File: config.mk
export PLATFORM = sky130hd
export DESIGN_NAME = aes_out_serializer_flat
export DESIGN_NICKNAME = d
export VERILOG_FILES = /design/src/rtl/aes_out_serializer_if.sv /design/src/rtl/aes_out_serializer.sv /design/src/flat_wrapper.sv
export SDC_FILE = /design/constraint.sdc
export NUM_CORES = 1
export LEC_CHECK = 0
export CAP_MARGIN = 30
export CORE_MARGIN = 8
export CORE_UTILIZATION = 35
export CTS_BUF_LIST = sky130_fd_sc_hd__clkbuf_8 sky130_fd_sc_hd__clkbuf_16
export DETAILED_ROUTE_END_ITERATION = 12
export GPL_TIMING_DRIVEN = 0
export PLACE_DENSITY = 0.56
export SYNTH_ARGS = -nofsm -noshare
export SYNTH_HDL_FRONTEND = slang
export SYNTH_SLANG_ARGS = --single-unit
File: constraint.sdc
create_clock -name clk -period 7.6 [get_ports clk]
set_clock_uncertainty 0.15 [all_clocks]
set_input_delay 2.28 -clock clk [delete_from_list [all_inputs] [get_ports clk]]
set_output_delay 2.28 -clock clk [all_outputs]
set_load 0.02 [all_outputs]
File: src/rtl/aes_out_serializer_if.sv
// rtl/aes_out_serializer_if.sv - 32-bit result word stream between serializer and host side
interface aes_out_serializer_if;
    logic [31:0] dout;
    logic        dout_valid;
    logic        dout_ready;
    logic        dout_last;

    modport master (
        output dout,
        output dout_valid,
        output dout_last,
        input  dout_ready
    );

    modport slave (
        input  dout,
        input  dout_valid,
        input  dout_last,
        output dout_ready
    );
endinterface

File: src/rtl/aes_out_serializer.sv
// rtl/aes_out_serializer.sv - tracks aes_128 in-flight blocks, buffers results, emits 4x32-bit words
module aes_out_serializer #(
    parameter int LATENCY    = 21,
    parameter int FIFO_DEPTH = 4
) (
    input  logic                          clk,
    input  logic                          rst_n,
    input  logic                          in_start,
    input  logic [127:0]                  aes_out,
    aes_out_serializer_if.master          dout_bus,
    output logic [$clog2(FIFO_DEPTH):0]   fifo_count,
    output logic                          overflow,
    input  logic                          clear_ovf,
    output logic                          busy
);
    localparam int AW = $clog2(FIFO_DEPTH);
    localparam int CW = AW + 1;
    localparam logic [CW-1:0] FULL_COUNT = CW'(FIFO_DEPTH);

    typedef enum logic {
        IDLE = 1'b0,
        SEND = 1'b1
    } state_t;

    state_t          state;
    state_t          state_nx;

    logic [LATENCY-1:0] tag;
    logic               capture;

    logic [127:0]    mem [FIFO_DEPTH];
    logic [AW-1:0]   wr_ptr;
    logic [AW-1:0]   rd_ptr;
    logic [CW-1:0]   count;
    logic            fifo_empty;
    logic            fifo_full;
    logic            push;
    logic            drop;

    logic [127:0]    shift;
    logic [1:0]      idx;
    logic            load;
    logic            advance;

    // The tag leaving the top of the shift register marks the cycle its result is on aes_out.
    assign capture    = tag[LATENCY-1];
    assign fifo_empty = (count == '0);
    assign fifo_full  = (count == FULL_COUNT);

    // A full FIFO still accepts a result when the head leaves on the same edge.
    assign push = capture && (!fifo_full || load);
    assign drop = capture && fifo_full && !load;

    // Tag pipeline: one bit per cycle of core latency, cleared on reset so stale results are ignored.
    if (LATENCY == 1) begin : g_tag_single
        always_ff @(posedge clk) begin
            if (!rst_n) begin
                tag <= '0;
            end else begin
                tag <= in_start;
            end
        end
    end else begin : g_tag_multi
        always_ff @(posedge clk) begin
            if (!rst_n) begin
                tag <= '0;
            end else begin
                tag <= {tag[LATENCY-2:0], in_start};
            end
        end
    end

    // Result storage; contents need no reset because occupancy gates every read.
    always_ff @(posedge clk) begin
        if (push) begin
            mem[wr_ptr] <= aes_out;
        end
    end

    // FIFO pointers and occupancy; pointers wrap naturally as the depth is a power of two.
    always_ff @(posedge clk) begin
        if (!rst_n) begin
            wr_ptr <= '0;
            rd_ptr <= '0;
            count  <= '0;
        end else begin
            if (push) begin
                wr_ptr <= wr_ptr + 1'b1;
            end
            if (load) begin
                rd_ptr <= rd_ptr + 1'b1;
            end
            if (push && !load) begin
                count <= count + 1'b1;
            end else if (load && !push) begin
                count <= count - 1'b1;
            end
        end
    end

    // Sticky drop flag; a drop in the same cycle as a clear keeps it set.
    always_ff @(posedge clk) begin
        if (!rst_n) begin
            overflow <= 1'b0;
        end else if (drop) begin
            overflow <= 1'b1;
        end else if (clear_ovf) begin
            overflow <= 1'b0;
        end
    end

    // Serializer FSM state register.
    always_ff @(posedge clk) begin
        if (!rst_n) begin
            state <= IDLE;
        end else begin
            state <= state_nx;
        end
    end

    // Next state, FIFO pop and word-stream outputs.
    always_comb begin
        state_nx            = state;
        load                = 1'b0;
        advance             = 1'b0;
        dout_bus.dout       = 32'h0;
        dout_bus.dout_valid = 1'b0;
        dout_bus.dout_last  = 1'b0;
        case (state)
            IDLE: begin
                if (!fifo_empty) begin
                    load     = 1'b1;
                    state_nx = SEND;
                end
            end
            SEND: begin
                dout_bus.dout       = shift[127:96];
                dout_bus.dout_valid = 1'b1;
                dout_bus.dout_last  = (idx == 2'd3);
                if (dout_bus.dout_ready) begin
                    if (idx != 2'd3) begin
                        advance = 1'b1;
                    end else if (!fifo_empty) begin
                        load = 1'b1;
                    end else begin
                        state_nx = IDLE;
                    end
                end
            end
            default: begin
                state_nx = IDLE;
            end
        endcase
    end

    // Output shift register: load a whole block, then move the next word into the top slot.
    always_ff @(posedge clk) begin
        if (!rst_n) begin
            shift <= '0;
            idx   <= 2'd0;
        end else if (load) begin
            shift <= mem[rd_ptr];
            idx   <= 2'd0;
        end else if (advance) begin
            shift <= {shift[95:0], 32'h0};
            idx   <= idx + 2'd1;
        end
    end

    assign fifo_count = count;
    assign busy       = (|tag) || !fifo_empty || (state == SEND);
endmodule

File: src/flat_wrapper.sv
// flat-port wrapper written by rule: the top's interface ports become plain ports
module aes_out_serializer_flat 
#(
    parameter int LATENCY    = 21,
    parameter int FIFO_DEPTH = 4
)
  (clk, rst_n, in_start, aes_out, fifo_count, overflow, clear_ovf, busy, dout_bus_dout, dout_bus_dout_valid, dout_bus_dout_last, dout_bus_dout_ready);
  aes_out_serializer_if dout_bus_i ();
  input  logic clk;
  input  logic rst_n;
  input  logic in_start;
  input  logic [127:0] aes_out;
  output logic [$clog2(FIFO_DEPTH):0] fifo_count;
  output logic overflow;
  input  logic clear_ovf;
  output logic busy;
  output wire logic [$bits(dout_bus_i.dout)-1:0] dout_bus_dout;
  output wire logic [$bits(dout_bus_i.dout_valid)-1:0] dout_bus_dout_valid;
  output wire logic [$bits(dout_bus_i.dout_last)-1:0] dout_bus_dout_last;
  input wire logic [$bits(dout_bus_i.dout_ready)-1:0] dout_bus_dout_ready;
  assign dout_bus_dout = dout_bus_i.dout;
  assign dout_bus_dout_valid = dout_bus_i.dout_valid;
  assign dout_bus_dout_last = dout_bus_i.dout_last;
  assign dout_bus_i.dout_ready = dout_bus_dout_ready;
  aes_out_serializer #(.LATENCY(LATENCY), .FIFO_DEPTH(FIFO_DEPTH)) u_core (.clk(clk), .rst_n(rst_n), .in_start(in_start), .aes_out(aes_out), .dout_bus(dout_bus_i), .fifo_count(fifo_count), .overflow(overflow), .clear_ovf(clear_ovf), .busy(busy));
endmodule
==> key figures, run 1 <==
Run status
  – Status: finished clean

Place
  – GP Congestion: 0.8263
  – Post-DP Area: 0.02835 mm²
  – Port Buffer Count: 170
  – Post-DP HPWL: 43760 µm

CTS
  – Hold-fix buffers, CTS: 0
  – # Post-CTS Setup Buffers: 0
  – CTS tree: done
  – Reg clk slew, reported paths: 0.06 ns
  – Clk_lat worst skew: 0.61 ns
  – TritonCTS buffer count: 71
  – Longest Clk Path Bufs: 3
  – Cts repair resizes: 0
  – Max H-tree Level: 3
  – Clk sinks: 674
  – CTS root buf: clkbuf_16

Drt
  – Iter 0 DRT Violations: 943
  – Routed vias: 13470
  – Routed len/inst: 23.42 µm
  – Top layer in use: met5
  – DR vias/cell: 5.037
  – DRT antenna net count: 0
  – DRC: 0
  – Total wire length: 62620 µm
  – Pre-antenna DRT Iters: 5
  – Wl on met1: 27000 µm
  – Met3 WL post-DR: 3918 µm
  – Met2 WL post-DR: 30390 µm

Final layout
  – Fin area: 0.03071 mm²
  – Area Overhead vs Synth: 21.79%
  – Final layout net count: 1800
  – Ratio of cells with drive above 1 in the final layout: 17.52%

Synth
  – Syn avg cell area: 17.91 µm²
  – Share of the synthesized area in the top cell type: 60.97%
  – Commonest cells post-synth: edfxtp_1, dfxtp_1, mux4_2, nor2_1, o21ai_0
  – Synth Cell Area: 0.02522 mm²
  – Sequential area share after synthesis: 73.84%
  – Most area-consuming cells after synthesis: edfxtp_1, dfxtp_1, mux4_2, o2bb2ai_1, a211oi_1
  – Synth area leader: edfxtp_1
  – Most frequent cell after synthesis: edfxtp_1
  – Ys flop type: edfxtp_1
  – Synth Instances: 1408
  – Yosys warning count: 0
  – Post-synth EDFFs: 512
  – Yosys reg bits: 674
  – Ys async rst share: 0%
  – Yosys cell types: 36
  – Mapped Nets: 1548

Floorplan
  – Placeable Area: 0.07136 mm²
  – Die area: 0.08089 mm²
  – Die W: 284.4 µm
  – FP Rows: 98
  – Io pins: 172
  – Initial core utilization: 35.33%
  – Die H: 284.4 µm

STA
  – Final setup violation count: 0
  – Endpoints failing hold: 0
  – Min Tclk post-route: 5.250 ns
  – Worst slew pin tran: 0.8205 ns
  – Slew HR: 44.93%
  – Crit share post-route: 69.08%
  – RSZ-0062 raised after global routing: no
  – Final Max Tran Viols: 0
  – FMAX: 190.5 MHz

Critical path
  – WP data required: 7.72 ns
  – Register-to-register setup slack: 4.02 ns
  – Startpoint Class: primary input
  – CP endpoint kind: register
  – Critical Path Fanout Max: 47
  – CP Data Arrival Time: 5.37 ns
  – Kind of critical path: primary input to register

GRT
  – GRT Total Usage: 15.26%
  – Number of global-route vias before repair: 14030
  – Initial antenna violation count: 10
  – First-pass GRT wire length: 92320 µm
  – Largest net degree at the start of global routing: 49
  – Grt ovf: 0

Power
  – LEAKAGE: 9.873 nW
  – Peak VDD IR: 0.1503 mV
  – Total power: 10.27 mW
  – PD cells: 334.5 mW/mm²

Run
  – Max Cap Viol: 0

Worst hold path
  – Hold Path Class: register to register
[cell usage in the layout (no fill, tap or decap), drive strengths merged, types with 3 or more instances in the layout]
cell type	n
bufinv	6
a211oi	64
o2bb2ai	64
nor3	66
ha	6
inv	35
buf	65
and2	58
nand3	33
nand2	7
mux4	128
mux2i	36
nor4	5
diode	6
clkbuf	125
or3	3
clkinv	15
dfxtp	162
o21ai	67
nor2	70
edfxtp	512
clkdlybuf4s50	170
a21oi	6
[per-stage QoR]
step                hold slack, ns  std cells  util [%]  setup WS (ns)  setup TNS (ns)
floorplan                   0.2853       1408         -         0.9663               0
global placement            0.2919       2528     39.38         -2.718        -1364.66
detailed placement          0.2976       2537     39.73          1.732               0
CTS                         0.3121       2668     43.01          2.354               0
global route                0.3282       2668     43.01          2.250               0
finish                      0.3100       2674     43.03          2.350               0
[area by class of cell]
type | count | area, µm²
inverters | 6 | 22.52
plain buffers | 101 | 493.0
flip-flops and latches | 674 | 18620
clock buffers | 80 | 1957
well taps | 950 | 1189
clock inverters | 51 | 386.6
fillers | 6284 | 40650
diodes | 6 | 15.01
multi-input cells | 627 | 6092
repair buffers | 179 | 1937
[flip-flops by register name (all words and copies together), names as in the netlist, named ones only]
name	count
u_core.mem	512
u_core.shift	128
u_core.tag	21
u_core.fifo_count	3
u_core.idx	2
u_core.rd_ptr	2
u_core.wr_ptr	2
u_core.overflow	1
u_core.state	1
[cell families (layout without fill, tap and decap cells)]
family | after synthesis | after routing | share of synthesized area, %
flip-flops | 674 | 674 | 73.84
AND/OR/NAND/NOR | 249 | 249 | 5.081
AO/OA/AOI/OAI | 204 | 204 | 5.696
multiplexers | 164 | 164 | 12.86
buffers and inverters | 107 | 417 | 2.044
adder cells (fa/ha/maj) | 7 | 7 | 0.3771
XOR/XNOR | 3 | 3 | 0.1042
other | 0 | 6 | 0
[worst max-delay path, stage by stage]
cell and delay [ns]:
clkdlybuf4s50_1 0.65, a21boi_1 0.10, buf_2 0.23, buf_2 0.23, a31oi_2 0.44, and2_4 0.73
buf_16 0.32, buf_16 0.27
[power breakdown]
part / internal [mW] / switching (mW)
sequential: 4.27 / 0.260
clock: 2.04 / 1.37
combinational: 1.01 / 1.33
[layer usage]
metal,vias to the layer above,GRT usage [%]
li1,6156,-
met1,6889,19.86
met2,330,25.14
met3,85,4.205
met4,8,3.939
met5,-,0
[path summary, 6_finish.rpt]
check,start,end,cells after the start
setup / recovery,dout_bus_dout_ready,u_core.mem[0][15],8
hold / removal,u_core.tag[11],u_core.tag[12],1
setup reg to reg,u_core.idx[0],u_core.mem[0][15],8
hold reg to reg,u_core.tag[11],u_core.tag[12],1
Power figures use the tool's default switching activity.
==> run 2: changes to the inputs <==
==> constraint.sdc (replaced) <==
create_clock -name clk -period 5.5 [get_ports clk]
set_clock_uncertainty 0.15 [all_clocks]
set_input_delay 1.65 -clock clk [delete_from_list [all_inputs] [get_ports clk]]
set_output_delay 1.65 -clock clk [all_outputs]
set_load 0.02 [all_outputs]
==> key figures, run 2 (same netlist as run 1, synthesis figures left out) <==
Run status
  – Status: finished clean

Drt
  – DRC: 0 (unchanged)
  – DRT antenna net count: 0 (unchanged)
  – Pre-antenna DRT Iters: 5 (unchanged)
  – Routed len/inst: 23.63 µm (+0.92%)
  – Total wire length: 63190 µm (+0.92%)
  – Routed vias: 13560 (+0.69%)
  – Iter 0 DRT Violations: 896 (-5.0%)
  – DR vias/cell: 5.071 (+0.69%)

CTS
  – Max H-tree Level: 3 (unchanged)
  – Clk sinks: 674 (unchanged)
  – TritonCTS buffer count: 72 (+1.4%)
  – Reg clk slew, reported paths: 0.06 ns (about the same)
  – Clk_lat worst skew: 0.60 ns (about the same)
  – CTS root buf: clkbuf_16
  – # Post-CTS Setup Buffers: 0 (unchanged)
  – Hold-fix buffers, CTS: 0 (unchanged)
  – Cts repair resizes: 0 (unchanged)
  – Longest Clk Path Bufs: 3 (unchanged)
  – CTS tree: done

Critical path
  – CP Cell Sequence: nor3_4, buf_6, buf_6, nand4_1, clkdlybuf4s50_1
  – Kind of cell adding the most delay to the critical path: buffers and inverters
  – Critical Path Fanout Max: 10 (-79%)
  – Reg-to-reg endpoint: u_core.mem[3][24]
  – Startpoint Class: register
  – Reg2reg start: u_core.idx[0]
  – Largest stage delay, worst path: 0.59 ns (-0.14 ns)
  – CP endpoint kind: primary output
  – CP Data Arrival Time: 2.66 ns (-2.71 ns)
  – R2r worst-path depth: 7 (-1)
  – Register-to-register setup slack: 2.05 ns (-1.97 ns)
  – Most frequent CP cell: buf_6
  – Kind of critical path: register to primary output
  – Bufs and invs on worst path: 3 (-2)
  – WP data required: 3.70 ns (-4.02 ns)
  – Slowest-stage cell, CP: nor3_4

STA
  – RSZ-0062 raised after global routing: no
  – Crit share post-route: 81.07%
  – Final Max Tran Viols: 0 (unchanged)
  – FMAX: 224.3 MHz
  – Setup ws final: 1.041 ns (-1.309 ns)
  – Final setup violation count: 0 (unchanged)
  – Worst slew pin tran: 0.8969 ns (+0.07638 ns)
  – Endpoints failing hold: 0 (unchanged)
  – Hold Slack: 0.3007 ns (-0.009299 ns)
  – Slew HR: 40.21% (-4.7 points)
  – Min Tclk post-route: 4.459 ns

Run
  – Max Cap Viol: 0 (unchanged)

Final layout
  – Multi-input logic area: 0.006092 mm² (unchanged)
  – Ratio of cells with drive above 1 in the final layout: 17.93% (+0.41 points)
  – Max FFs per register: 512 (unchanged)
  – FILL cells: 6353 (+1.1%)
  – Sequential cell area: 0.01862 mm² (unchanged)
  – Final layout net count: 1803 (+0.17%)
  – Area Overhead vs Synth: 21.56%
  – Most frequent cells in the layout: edfxtp_1, clkdlybuf4s50_1, dfxtp_1
  – Largest regs: u_core.mem (512), u_core.shift (128), u_core.tag (21)
  – Commonest non-fill, non-tap cell in the layout: edfxtp_1
  – Most flop-heavy register: u_core.mem

Floorplan
  – Die W: 284.4 µm (unchanged)
  – Io pins: 172 (unchanged)
  – Placeable Area: 0.07136 mm² (unchanged)
  – FP Rows: 98 (unchanged)
  – Initial core utilization: 35.33% (unchanged)
  – Die H: 284.4 µm (unchanged)
  – Die area: 0.08089 mm² (unchanged)

Worst hold path
  – Hold EP: u_core.tag[10]
  – Min-delay src: u_core.tag[9]
  – Hold Path Class: register to register
  – Hold path depth: 1 (unchanged)

Power
  – PD cells: 458.6 mW/mm² (+37%)
  – Peak VDD IR: 0.2136 mV (+42%)
  – Total power: 14.06 mW (+37%)
  – LEAKAGE: 9.820 nW (-0.54%)

GRT
  – Initial antenna violation count: 10 (unchanged)
  – First-pass GRT wire length: 92980 µm (+0.72%)
  – Largest net degree at the start of global routing: 51 (+4.1%)
  – Number of global-route vias before repair: 14070 (+0.31%)
  – GRT Total Usage: 15.34% (+0.076 points)
  – Grt ovf: 0 (unchanged)

Place
  – Port Buffer Count: 170 (unchanged)
  – Post-DP HPWL: 43650 µm (-0.27%)
  – Placement Setup Slack: 0.5586 ns (-1.174 ns)
  – GP Congestion: 0.8605 (+4.1%)
[run 2: cell type report]
| class | count | share of cell area [%] |
|---|---|---|
| timing repair buffer | 181 | 6.450 |
| tap | 950 | 3.878 |
| antenna | 6 | 0.04898 |
| buffer | 101 | 1.608 |
| clock inverter | 50 | 1.098 |
| multi-input combinational | 627 | 19.88 |
| clock buffer | 79 | 6.229 |
| inverter | 6 | 0.07348 |
| sequential | 674 | 60.74 |
[run 2: layer usage]
metal	GRT usage, %	wire length, µm
met5	0	31
met4	4.167	1264
met3	3.543	4039
met2	25.23	30600
met1	20.36	27260
[run 2: power by group]
part	total [mW]	switching, mW	leakage (nW)	internal (mW)
registers	6.27	0.367	5.93	5.90
clock network	4.59	1.91	1.18	2.68
logic	3.21	1.82	2.71	1.39
[run 2: worst max-delay path by stage]
stage                                     from                end  slack [ns]  depth (start not counted)
after global placement     dout_bus_dout_ready  u_core.mem[2][37]       -1.39                          6
after floorplan            dout_bus_dout_ready   u_core.mem[0][0]        0.91                          5
after CTS                 u_core.fifo_count[0]               busy        0.98                          5
after global routing      u_core.fifo_count[2]               busy        0.90                          5
after detailed placement   dout_bus_dout_ready  u_core.mem[2][37]        0.56                          7
final                     u_core.fifo_count[2]               busy        1.04                          5
[run 2: metrics by stage]
step                      instance area (µm²)  setup TNS (ns)  instances  utilization, %
after CTS                               30640               0       2668           42.93
after floorplan                         25220               0       1408               -
after global routing                    30640               0       2668           42.93
after global placement                  28110         -701.42       2528           39.39
after detailed placement                28390               0       2539           39.78
final                                   30650               0       2674           42.95
